File: src/rtl/mul_div_unit.sv
// mul_div_unit: iterative unsigned multiply / divide / modulo unit.
//
// Takes WIDTH cycles per operation (shift-add multiply, restoring division) and returns the
// result through a start/busy/done handshake. A divide or modulo by zero skips the
// iteration phase and completes on the accepting edge.
//
// Ports:
//   clk       rising-edge clock
//   rst_n     asynchronous active-low reset
//   operand1  multiplicand / dividend
//   operand2  multiplier / divisor
//   MUL_e     select low WIDTH bits of the product (highest priority)
//   DIV_e     select quotient
//   MOD_e     select remainder (lowest priority)
//   start     request, sampled on the rising edge
//   busy      high while iterating
//   done      one-cycle pulse when result becomes valid
//   result    registered result, held until the next completion
module mul_div_unit #(
   parameter int unsigned WIDTH = 32
) (
   input  logic             clk,
   input  logic             rst_n,
   input  logic [WIDTH-1:0] operand1,
   input  logic [WIDTH-1:0] operand2,
   input  logic             MUL_e,
   input  logic             DIV_e,
   input  logic             MOD_e,
   input  logic             start,
   output logic             busy,
   output logic             done,
   output logic [WIDTH-1:0] result
);

   localparam int unsigned CW = $clog2(WIDTH);
   localparam logic [CW-1:0] LAST = CW'(WIDTH - 1);

   localparam logic [1:0] IDLE = 2'd0;
   localparam logic [1:0] CALC = 2'd1;
   localparam logic [1:0] DONE = 2'd2;

   localparam logic [1:0] OP_MUL = 2'd0;
   localparam logic [1:0] OP_DIV = 2'd1;
   localparam logic [1:0] OP_MOD = 2'd2;

   logic [1:0]         state_q, state_d;
   logic [CW-1:0]      cnt_q, cnt_d;
   logic [1:0]         op_q, op_d;
   // a: multiplicand or divisor. b: multiplier (shifted right) or dividend/quotient
   // (shifted left, quotient bits entering at the LSB). acc: product or remainder.
   logic [WIDTH-1:0]   a_q, a_d;
   logic [WIDTH-1:0]   b_q, b_d;
   logic [2*WIDTH-1:0] acc_q, acc_d;
   logic [WIDTH-1:0]   result_q, result_d;

   logic [2*WIDTH-1:0] addend;
   logic [2*WIDTH-1:0] mul_acc;
   logic [WIDTH:0]     rem_shift;
   logic [WIDTH:0]     rem_diff;
   logic [WIDTH:0]     rem_next;
   logic [WIDTH-1:0]   quo_next;
   logic               accept;

   // One iteration of each algorithm.
   always_comb begin
      addend    = b_q[0] ? ({{WIDTH{1'b0}}, a_q} << cnt_q) : '0;
      mul_acc   = acc_q + addend;
      rem_shift = {acc_q[WIDTH-1:0], b_q[WIDTH-1]};
      rem_diff  = rem_shift - {1'b0, a_q};
      // Borrow out of the trial subtraction means restore.
      rem_next  = rem_diff[WIDTH] ? rem_shift : rem_diff;
      quo_next  = {b_q[WIDTH-2:0], ~rem_diff[WIDTH]};
   end

   always_comb begin
      state_d  = state_q;
      cnt_d    = cnt_q;
      op_d     = op_q;
      a_d      = a_q;
      b_d      = b_q;
      acc_d    = acc_q;
      result_d = result_q;
      accept   = start && (MUL_e || DIV_e || MOD_e) && (state_q != CALC);

      case (state_q)
         CALC: begin
            cnt_d = cnt_q + 1'b1;
            if (op_q == OP_MUL) begin
               acc_d = mul_acc;
               b_d   = b_q >> 1;
            end else begin
               acc_d = {{(WIDTH-1){1'b0}}, rem_next};
               b_d   = quo_next;
            end
            if (cnt_q == LAST) begin
               state_d = DONE;
               cnt_d   = '0;
               case (op_q)
                  OP_MUL:  result_d = mul_acc[WIDTH-1:0];
                  OP_DIV:  result_d = quo_next;
                  default: result_d = rem_next[WIDTH-1:0];
               endcase
            end
         end
         DONE:    state_d = IDLE;
         default: ;
      endcase

      if (accept) begin
         op_d  = MUL_e ? OP_MUL : (DIV_e ? OP_DIV : OP_MOD);
         cnt_d = '0;
         acc_d = '0;
         if (MUL_e) begin
            a_d     = operand1;
            b_d     = operand2;
            state_d = CALC;
         end else begin
            a_d = operand2;
            b_d = operand1;
            if (operand2 == '0) begin
               state_d  = DONE;
               result_d = DIV_e ? {WIDTH{1'b1}} : operand1;
            end else begin
               state_d = CALC;
            end
         end
      end
   end

   always_ff @(posedge clk or negedge rst_n) begin
      if (!rst_n) begin
         state_q  <= IDLE;
         cnt_q    <= '0;
         op_q     <= OP_MUL;
         a_q      <= '0;
         b_q      <= '0;
         acc_q    <= '0;
         result_q <= '0;
      end else begin
         state_q  <= state_d;
         cnt_q    <= cnt_d;
         op_q     <= op_d;
         a_q      <= a_d;
         b_q      <= b_d;
         acc_q    <= acc_d;
         result_q <= result_d;
      end
   end

   assign busy   = (state_q == CALC);
   assign done   = (state_q == DONE);
   assign result = result_q;

endmodule

File: config.mk
export PLATFORM = sky130hd
export DESIGN_NAME = mul_div_unit
export DESIGN_NICKNAME = d
export VERILOG_FILES = /design/src/rtl/mul_div_unit.sv
export SDC_FILE = /design/constraint.sdc
export NUM_CORES = 1
export LEC_CHECK = 0
export BUFFER_PORTS_ARGS = -buffer_cell sky130_fd_sc_hd__buf_2
export CORE_UTILIZATION = 62
export CTS_CLUSTER_SIZE = 12
export DETAILED_ROUTE_END_ITERATION = 8
export HOLD_SLACK_MARGIN = 0.15
export PLACE_DENSITY = 0.82
export SYNTH_ARGS = -nofsm -noshare
export SYNTH_HDL_FRONTEND = slang
export SYNTH_SLANG_ARGS = --single-unit
export TNS_END_PERCENT = 1
File: constraint.sdc
create_clock -name clk -period 5.9 [get_ports clk]
set_input_delay 1.18 -clock clk [delete_from_list [all_inputs] [get_ports clk]]
set_output_delay 1.18 -clock clk [all_outputs]
set_load 0.01 [all_outputs]
==> qor.yml <==
placement:
  hpwlAfterDp_um: 36100
  gp_congestion: 1.00
  dp_slack_ns: 0.998
  io_buffers: 103
synth:
  syn_avg_cell_area_um2: 7.82
  ys_top_cells_by_area: "dfrtp_1 26%, mux2i_1 8.5%, nand2_1 7.0%, ha_1 6.5%, o21ai_0 4.7%"
  yosys_most_used_dff: "dfrtp_1"
  synth.most_common_cell: "nand2_1"
  synth_top_area_share_pct: 26.2
  ys_async_sr_fraction_pct: 100
  synth_fp_nets: 1816
  synth_top_area_cell: "dfrtp_1"
  synth_cells: 1676
  netlist_top_cells_count: "243 x nand2_1, 141 x nor2_1, 137 x dfrtp_1"
  mappedNetlistArea_um2: 13100
  synth_edf_count: 0
  yosysUniqueCellTypes: 78
  synth_seq_cells: 137
  yosysWarnings: 0
  ys_seq_area_share_pct: 26.2
timing:
  finalSetupViolCount: 0
  timing.hold.ws_ns: 0.499
  fin_ws_ns: 0.819
  slew_viol_final: 0
  min_period_ns: 5.08
  finalCritPeriodShare_pct: 86.1
  rsz0062_at_grt: "no"
  finalSetupTns_ns: 0
  relSlewSlack_pct: 22.4
  fin_worst_skew_ns: 0.0142
  worst_slew_pin_slew_ns: 1.16
  hold_viol_final: 0
  max_freq_ghz: 0.197
floorplanning:
  rows: 52
  core_um2: 20500
  die_h_um: 147
  io_pins: 104
  die_w_um: 147
  start_util_pct: 63.9
  dieArea_um2: 21700
drt:
  first_pass_iters: 9
  drt_wl_total_um: 48600
  viasPerCell: 7.11
  ant_nets: 0
  via_count: 14000
  wl_per_cell_um: 24.6
  drtIter0Drc: 1692
  drc: 0
final_layout:
  drive_above_1_share_pct: 12.6
  fin_nets: 1832
  utilization_pct: 69.7
  antenna-diode-count: 0
  area_growth_pct: 9.09
clocking:
  h-tree-depth: 4
  numClockSinks: 137
  cts_buffers: 17
  cts.clk_slew.worst_paths_ns: 0.07
  post_cts_buffers: 0
  clkLatencyLatePin_ns: 0.44
  cts_hold_buffers: 0
  cts_resized: 0
  clock_path_buffers: 2
  cts_root_buffer: "clkbuf_16"
  cts_tree: "done"
setup_path:
  crit_fanout: 42
  path_class: "flip-flop to flip-flop"
  crit_start: "cnt_q[0]"
  critPathCaptureType: "flip-flop"
  cp.arrival_ns: 5.40
  crit_required_ns: 6.22
  worstReg2RegStart: "cnt_q[0]"
  crit_path_start_kind: "flip-flop"
power_and_ir_drop:
  peakVddDrop_mv: 0.384
  power_density_nw_per_um2: 628
  power.static_leakage_nw: 6.43
  power_mw: 8.97
global_routing:
  grt_pass1_vias: 12800
  grt_max_degree: 95
  grt_overflow: 0
  antenna_found_initial: 1
  groute.usage.overall_pct: 44.8
  grt_pass1_wl_um: 74000
worst_hold_path:
  min_from: "result[6]"
  hold_class: "flip-flop to flip-flop"
flow_run:
  maxCapViolCount: 0
outcome:
  status: "finished clean"
[cells in the final DEF, fill, tap and decap left out, types with 11 or more instances in the layout]
cell       instances
a211oi_1          56
nand4_1           12
nor2_1           139
a21oi_1          101
xor2_1            26
and3_1            12
nand3_1           27
nor3_1            42
mux4_2            15
nor2b_1           18
mux2i_1          111
inv_1             51
o221ai_1          25
nand2_1          243
o21ai_0          123
a31oi_1           47
buf_4             26
o22ai_1           11
and2_1            16
clkbuf_16         17
nand2b_1          14
xnor2_1           30
buf_2            101
a21o_1            26
nand3b_1          17
o211ai_1          26
ha_1              67
dfrtp_1          136
[path summary, 6_finish.rpt]
| kind | cells after the start | slack [ns] | to |
|---|---|---|---|
| min in group asynchronous | 1 | 0.81 | b_q[6] |
| hold reg to reg | 2 | 0.50 | result[6] |
| setup / recovery | 17 | 0.82 | result[24] |
| setup reg to reg | 17 | 0.82 | result[24] |
| hold / removal | 2 | 0.50 | result[6] |
| max in group asynchronous | 2 | 3.95 | result[2] |
[critical path, cell delays in order, from the launching register on]
cell	delay (ns)
dfrtp_2	1.02
o21ai_0	0.27
o21ai_0	0.46
nor2_1	0.08
a21oi_1	0.36
nand2_1	0.09
o21ai_0	0.11
nor2_1	0.08
ha_1	0.46
nand2_1	0.11
nor3_1	0.19
o21ai_0	0.18
nand3_1	0.18
nand3_1	0.20
o21ai_0	0.29
xor2_1	0.42
mux2i_1	0.13
a211oi_1	0.32
[per-stage QoR]
| step | cell area, µm² | instances |
|---|---|---|
| floorplan | 13100 | 1676 |
| global placement | 13700 | 1943 |
| detailed placement | 13700 | 1943 |
| CTS | 14300 | 1974 |
| global route | 14300 | 1974 |
| finish | 14300 | 1974 |
[kinds of logic (layout without fill, tap and decap cells)]
group | count (synthesis) | count (layout) | synth area share, %
xor+xnor | 58 | 58 | 3.99
flops | 137 | 137 | 26.2
simple gates | 576 | 576 | 19.8
compound gates | 516 | 516 | 25.9
mux | 135 | 135 | 11.8
fa+ha+maj | 70 | 70 | 6.80
buf+inv | 184 | 212 | 5.47
[final cells by class]
class | count | area [µm²]
clock buffer | 17 | 425
clock inverter | 14 | 190
fill | 1669 | 6200
inverter | 53 | 199
multi-input combinational | 1355 | 9000
sequential | 137 | 3430
tap | 270 | 338
timing repair buffer | 128 | 712
[state kept, by name, summed over array words and instances (netlist names)]
signal   count
a_q         32
state_q      2
result      32
b_q         32
cnt_q        5
acc_q       32
op_q         2
[per-layer routing]
metal / GRT usage [%] / vias up / share of wire, %
li1: - / 6183 / -
met1: 65.5 / 6731 / 41
met2: 63.6 / 999 / 42
met3: 11.8 / 130 / 14
met4: 15.1 / 0 / 2.9
met5: 0 / - / 0
[power breakdown]
part	internal, mW	total [mW]	switching, mW
clock	0.676	1.17	0.492
sequential	1.25	1.86	0.607
combinational	2.14	5.94	3.80
total	4.07	8.97	4.90
No activity file was read; power rests on OpenSTA's default activity.
